## src/rtl/cell_comm_pkg.sv

```systemverilog
// cell_comm_pkg: shared arbiter state type and sizing constants for the cell packet mux
package cell_comm_pkg;
  localparam int MAX_NUM_INPUTS = 8;
  localparam int TID_WIDTH = 3;
  typedef enum logic {IDLE, SEND} arb_state_t;
endpackage

```

## src/rtl/cell_comm_pkt_fifo.sv

```systemverilog
// cell_comm_pkt_fifo: store-and-forward packet FIFO that discards packets hitting a full buffer; drop pulse exported with CELL_COMM_PKT_MUX_STATS_EN
module cell_comm_pkt_fifo #(
  parameter int DATA_WIDTH = 32,
  parameter int DEPTH = 32
) (
  input  logic                  clk,
  input  logic                  rst_n,
  input  logic                  wr_valid,
  input  logic                  wr_last,
  input  logic [DATA_WIDTH-1:0] wr_data,
  input  logic                  rd_en,
  output logic [DATA_WIDTH-1:0] rd_data,
  output logic                  rd_last,
  output logic                  pkt_avail
`ifdef CELL_COMM_PKT_MUX_STATS_EN
  , output logic                drop
`endif
);
  localparam int AW = $clog2(DEPTH);
  logic [DATA_WIDTH:0] mem [DEPTH];
  logic [AW:0] wr_ptr, rd_ptr, pkt_start, pkt_cnt;
  logic dropping, commit_q, full, drop_hit, pop_last;
  assign full = (wr_ptr[AW] != rd_ptr[AW]) && (wr_ptr[AW-1:0] == rd_ptr[AW-1:0]);
  assign drop_hit = wr_valid && !dropping && full && !rd_en;
  assign {rd_last, rd_data} = mem[rd_ptr[AW-1:0]];
  assign pop_last = rd_en && rd_last;
  assign pkt_avail = pkt_cnt != '0;
`ifdef CELL_COMM_PKT_MUX_STATS_EN
  assign drop = drop_hit;
`endif
  // Write side: append beats, rewind and swallow the rest of a packet on overflow, commit one cycle after TLAST
  always_ff @(posedge clk)
    if (!rst_n) begin
      wr_ptr <= '0;
      pkt_start <= '0;
      dropping <= 1'b0;
      commit_q <= 1'b0;
    end else begin
      commit_q <= 1'b0;
      if (wr_valid && dropping) dropping <= !wr_last;
      else if (drop_hit) begin
        wr_ptr <= pkt_start;
        dropping <= !wr_last;
      end else if (wr_valid) begin
        wr_ptr <= wr_ptr + 1'b1;
        if (wr_last) begin
          pkt_start <= wr_ptr + 1'b1;
          commit_q <= 1'b1;
        end
      end
    end
  // Beat storage, no reset needed since pointers define validity
  always_ff @(posedge clk)
    if (wr_valid && !dropping && !drop_hit) mem[wr_ptr[AW-1:0]] <= {wr_last, wr_data};
  // Read side: advance head and track committed whole packets
  always_ff @(posedge clk)
    if (!rst_n) begin
      rd_ptr <= '0;
      pkt_cnt <= '0;
    end else begin
      if (rd_en) rd_ptr <= rd_ptr + 1'b1;
      pkt_cnt <= pkt_cnt + (AW+1)'(commit_q) - (AW+1)'(pop_last);
    end
endmodule

```

## src/rtl/cell_comm_pkt_mux.sv

```systemverilog
// cell_comm_pkt_mux: round-robin store-and-forward AXI-Stream packet mux; dropCount stats with CELL_COMM_PKT_MUX_STATS_EN
module cell_comm_pkt_mux
  import cell_comm_pkg::*;
#(
  parameter int NUM_INPUTS = 4,
  parameter int DATA_WIDTH = 32,
  parameter int FIFO_DEPTH = 32
) (
  input  logic                             axisUserClk,
  input  logic                             axisUserResetN,
  input  logic [NUM_INPUTS-1:0]            sAxisTvalid,
  input  logic [NUM_INPUTS-1:0]            sAxisTlast,
  input  logic [NUM_INPUTS*DATA_WIDTH-1:0] sAxisTdata,
  output logic [NUM_INPUTS-1:0]            sAxisTready,
  input  logic [NUM_INPUTS-1:0]            sArbSuppress,
  output logic                             mAxisTvalid,
  output logic                             mAxisTlast,
  output logic [DATA_WIDTH-1:0]            mAxisTdata,
  input  logic                             mAxisTready,
  output logic [TID_WIDTH-1:0]             mAxisTid
`ifdef CELL_COMM_PKT_MUX_STATS_EN
  , output logic [NUM_INPUTS*16-1:0]       dropCount
`endif
);
  logic [NUM_INPUTS-1:0] avail, rd_en;
  logic [MAX_NUM_INPUTS-1:0] elig, last_v;
  logic [DATA_WIDTH-1:0] head [MAX_NUM_INPUTS];
  arb_state_t state, state_n;
  logic [TID_WIDTH-1:0] grant, grant_n, last_grant, last_grant_n, pick, j;
  logic found, done, take;
`ifdef CELL_COMM_PKT_MUX_STATS_EN
  logic [NUM_INPUTS-1:0] drop;
`endif
  if (NUM_INPUTS < 1 || NUM_INPUTS > MAX_NUM_INPUTS || (FIFO_DEPTH & (FIFO_DEPTH - 1)) != 0) begin : g_bad_cfg
    $error("cell_comm_pkt_mux: illegal NUM_INPUTS or FIFO_DEPTH");
  end
  assign sAxisTready = {NUM_INPUTS{axisUserResetN}};
  assign mAxisTvalid = state == SEND;
  assign mAxisTdata = mAxisTvalid ? head[grant] : '0;
  assign mAxisTlast = mAxisTvalid && last_v[grant];
  assign mAxisTid = grant;
  assign done = mAxisTvalid && mAxisTready && mAxisTlast;
  genvar i;
  for (i = 0; i < MAX_NUM_INPUTS; i++) begin : g_in
    if (i < NUM_INPUTS) begin : g_fifo
      assign rd_en[i] = mAxisTvalid && mAxisTready && grant == TID_WIDTH'(i);
      assign elig[i] = avail[i] && !sArbSuppress[i];
      cell_comm_pkt_fifo #(.DATA_WIDTH(DATA_WIDTH), .DEPTH(FIFO_DEPTH)) u_fifo (
        .clk(axisUserClk),
        .rst_n(axisUserResetN),
        .wr_valid(sAxisTvalid[i] && sAxisTready[i]),
        .wr_last(sAxisTlast[i]),
        .wr_data(sAxisTdata[i*DATA_WIDTH +: DATA_WIDTH]),
        .rd_en(rd_en[i]),
        .rd_data(head[i]),
        .rd_last(last_v[i]),
        .pkt_avail(avail[i])
`ifdef CELL_COMM_PKT_MUX_STATS_EN
        , .drop(drop[i])
`endif
      );
    end else begin : g_pad
      assign elig[i] = 1'b0;
      assign last_v[i] = 1'b0;
      assign head[i] = '0;
    end
  end
  // Round-robin pick from last grant + 1, then IDLE/SEND next-state holding the grant until TLAST leaves
  always_comb begin
    pick = last_grant;
    found = 1'b0;
    j = '0;
    for (int k = NUM_INPUTS; k >= 1; k--) begin
      j = TID_WIDTH'((int'(last_grant) + k) % NUM_INPUTS);
      if (elig[j]) begin
        pick = j;
        found = 1'b1;
      end
    end
    take = state == IDLE && found;
    state_n = take ? SEND : (state == SEND && done) ? IDLE : state;
    grant_n = take ? pick : grant;
    last_grant_n = take ? pick : last_grant;
  end
  // Arbiter state and grant registers
  always_ff @(posedge axisUserClk)
    if (!axisUserResetN) begin
      state <= IDLE;
      grant <= '0;
      last_grant <= TID_WIDTH'(NUM_INPUTS - 1);
    end else begin
      state <= state_n;
      grant <= grant_n;
      last_grant <= last_grant_n;
    end
`ifdef CELL_COMM_PKT_MUX_STATS_EN
  for (i = 0; i < NUM_INPUTS; i++) begin : g_stat
    logic [15:0] cnt;
    // Saturating dropped-packet counter for this input
    always_ff @(posedge axisUserClk)
      if (!axisUserResetN) cnt <= '0;
      else if (drop[i] && cnt != 16'hFFFF) cnt <= cnt + 1'b1;
    assign dropCount[i*16 +: 16] = cnt;
  end
`endif
endmodule

```

## config.mk

```make
export PLATFORM = sky130hd
export DESIGN_NAME = cell_comm_pkt_mux
export DESIGN_NICKNAME = d
export VERILOG_FILES = /design/src/rtl/cell_comm_pkg.sv /design/src/rtl/cell_comm_pkt_fifo.sv /design/src/rtl/cell_comm_pkt_mux.sv
export SDC_FILE = /design/constraint.sdc
export NUM_CORES = 2
export LEC_CHECK = 0
export BUFFER_PORTS_ARGS = -buffer_cell sky130_fd_sc_hd__buf_2
export CORE_UTILIZATION = 45
export CTS_BUF_LIST = sky130_fd_sc_hd__clkbuf_8 sky130_fd_sc_hd__clkbuf_16
export DETAILED_ROUTE_END_ITERATION = 6
export GPL_ROUTABILITY_DRIVEN = 1
export PLACE_DENSITY = 0.65
export SLEW_MARGIN = 25
export SYNTH_ARGS = -nofsm -noshare
export SYNTH_HDL_FRONTEND = slang
export SYNTH_MEMORY_MAX_BITS = 65536
export SYNTH_SLANG_ARGS = --single-unit
```

## constraint.sdc

```tcl
create_clock -name axisUserClk -period 15.46 [get_ports axisUserClk]
set_input_delay 1.546 -clock axisUserClk [delete_from_list [all_inputs] [get_ports axisUserClk]]
set_output_delay 1.546 -clock axisUserClk [all_outputs]
set_load 0.05 [all_outputs]
```

==> results.md <==
- Mapped cell area: ~170000 sq um
- Fin Hold WS: about 0.46 ns
- NumNets Final: roughly 8.2k
- Syn_nets: 7782
- Data required, critical path: around 14 ns
- WL per Instance: about 33 microns
- Global-route wire length before repair: about 610000 microns
- Power per cell area: between 100 and 150 nW/um^2
- Top post-synthesis cells by area: edfxtp_1 (76%), mux4_2 (15%), mux2i_1 (2.0%)
- Cell count after synthesis: 7583
- Setup Skew: a little under 0.08 ns
- Setup Viol. Count Final: 0
- Critical path peak fanout: approximately 120
- CP endpoint kind: primary output
- Total CTS buffers: 429
- EDFF count, synth: 4224
- Post_cts resized: 0
- Slew @ Worst Pin: 1.14 ns
- Reg-to-reg slack, setup: about 9.3 ns
- Detail Placement HPWL: roughly 230000 microns
- Residual DRC: 1
- Clk_lat worst skew: around 0.98 ns
- ANT nets after route: 0
- Clk root buf: clkbuf_16
- Synth top area share: approximately three quarters
- Fin Setup TNS: 0 ns
- Gr usage total: a little under a quarter
- Avg Cell Area, Syn: 22.2 sq um
- Share of synthesized registers carrying an async set or reset: 0%
- Core area: 372000 sq um
- FILL cells: between 20k and 30k
- Grt ovf: 0
- Max Slew Vio Count: 0
- Internal power: around 20 mW
- RePlAce Congestion: ~0.8
- Seq cells post-synth: 4353
- Die ar.: between 300000 and 400000 sq um
- Io pins: between 150 and 200
- Vias/cell: between 6 and 7
- Fin crit share: between 50 and 60%
- Count leader, synth: edfxtp_1
- Placement Rows: 224
- Relative slew slack: 22.9%
- Vias: ~80k
- Initial Utilization: a little under half
- Switching Fraction: between 20% and 30%
- Worst Path Arrival: slightly below 7 ns
- Clk slew on worst S/H paths: approximately 0.060 ns
- Hold buffer count at cts: 0
- FMAX: ~0.12 GHz
- Crit path time final: 8.30 ns
- Area grow syn2layout: 13.1%
- Hold WC Path Type: flop to flop
- Detailed Route WL: ~440000 microns
- Register area share after synthesis: 77.0%
- Critical path class: flop to primary output
- DP Cell Count: between 10k and 15k
- Final Hold Viols: 0
- Layout Cells excl Fill: around 13k
- Initial antenna violation count: 79
- Die width: between 600 and 700 microns
- Clk sinks: about 4.4k
- DR iter-0 viols: between 10k and 15k
- DRT Pass-1 Iters: 7
- RSZ-0062 raised after global routing: no
- Synth top cells by count: edfxtp_1 (4224), mux4_2 (1129), mux2i_1 (340), nor2_1 (293), nand2_1 (226)
- Post-synth top flop: edfxtp_1
- Peak supply drop: approximately 0.093 mV
- Leakage: between 50 and 60 nW
- Max Buffers Root-to-Sink: 4
- Share of cells above drive strength 1: roughly 28%
- Die height: around 610 microns
- Cell taking the most area after synthesis: edfxtp_1
- Sw Pwr: between 5 and 6 mW
- Post-synth cell types: 68
- Synth warnings: 0
- Failing checks: DRC
- Vias in the first global route: 82.2k
- H-tree levels: 5
- Largest net degree at the start of global routing: between 100 and 150
- CP startpoint kind: flop
- Comb pwr share: around 8.3%
- Max-Cap Viols: 0
- I/O Buffers: 182
- CTS tree: done
- Clock share of power: 40.5%
- Flop pwr share: between 50% and 60%
- Setup Buffers After CTS: 0
- Status: finished with violations
==> through the flow <==
stage | setup WS, ns | instance area (sq um) | utilization, % | power [mW]
after global routing | 6.96 | 190000 | 51.1 | 26.3
after CTS | 7.11 | 190000 | 51.0 | 25.8
final | 7.16 | 190000 | 51.1 | 25.6
after global placement | 8.19 | 176000 | 47.3 | 15.5
after detailed placement | 8.15 | 176000 | 47.3 | 15.5
after floorplan | 9.32 | 168000 | - | 14.7
==> routing by layer <==
layer	global-route usage, %	vias up	wire length [microns]
li1	-	32700	-
met4	8.95	38	17200
met3	4.17	801	38000
met2	37.5	3858	213000
met5	0	-	253
met1	31.0	44000	166000
==> path summary, 6_finish.rpt <==
check	to	depth (start not counted)	from
max reg2reg	g_in[0].g_fifo.u_fifo.pkt_cnt[5]$_SDFF_PN0_	17	flop
min	g_in[2].g_fifo.u_fifo.pkt_start[0]$_SDFFE_PN0P_	2	g_in[2].g_fifo.u_fifo.pkt_start[0]$_SDFFE_PN0P_
max	mAxisTdata[5]	10	flop
min reg2reg	g_in[2].g_fifo.u_fifo.pkt_start[0]$_SDFFE_PN0P_	2	g_in[2].g_fifo.u_fifo.pkt_start[0]$_SDFFE_PN0P_
==> cells in the final DEF (no fill, tap or decap), types with 52 or more instances in the layout <==
cell       count
a22oi_1       78
nor2_4       128
buf_2        182
ha_1          52
nand3_1      112
mux4_2      1129
edfxtp_1    4224
clkbuf_16    436
clkinv_2      91
nand2_1      226
buf_4        205
inv_1        155
nor2_1       164
clkinv_1      75
dfxtp_1      114
mux2i_1      340
a21oi_1      164
==> state kept, by name, summed over array words and instances, names as in the netlist, 2 cells and up, named ones only <==
signal / count
g_in.g_fifo.u_fifo.mem: 4224
g_in.g_fifo.u_fifo.commit_q: 4
g_in.g_fifo.u_fifo.wr_ptr: 24
g_in.g_fifo.u_fifo.dropping: 4
g_in.g_fifo.u_fifo.pkt_start: 24
mAxisTid: 2
g_in.g_fifo.u_fifo.pkt_cnt: 24
last_grant: 2
g_in.g_fifo.u_fifo.rd_ptr: 24
==> critical path: stages, from the launching register on <==
cell     delay (ns)
dfxtp_4        0.75
buf_4          0.72
buf_12         0.51
buf_4          0.87
mux4_2         0.37
mux4_2         0.24
nor2_1         0.04
a21oi_1        0.23
nand2_1        0.29
a41oi_1        0.85
buf_2          0.41
==> cell type report <==
class,instances,area (sq um),area share (%)
repair buffers,398,2670,1.40
inverters,62,238,0.125
well taps,4972,6220,3.27
clock buffers,449,11100,5.84
diodes,33,82.6,0.0435
flip-flops and latches,4353,129000,68.2
multi-input cells,2757,37200,19.6
clock inverters,348,2960,1.56
==> logic make-up after synthesis <==
kind of cell / after synthesis / share of synthesized area, %
mux: 1477 / 17.2
flops: 4353 / 77.0
xor+xnor: 78 / 0.407
fa+ha+maj: 56 / 0.435
buf+inv: 473 / 1.41
simple gates: 737 / 1.91
compound gates: 408 / 1.58
other cells: 1 / 0.00223
==> power by group through the flow <==
stage	clock [mW]	sequential, mW	combinational (mW)
floorplan	0	13.3	1.36
global placement	0	13.3	2.11
detailed placement	0	13.4	2.15
CTS	10.5	13.1	2.16
global route	10.9	13.1	2.25
finish	10.4	13.1	2.13
Power figures use the tool's default switching activity.
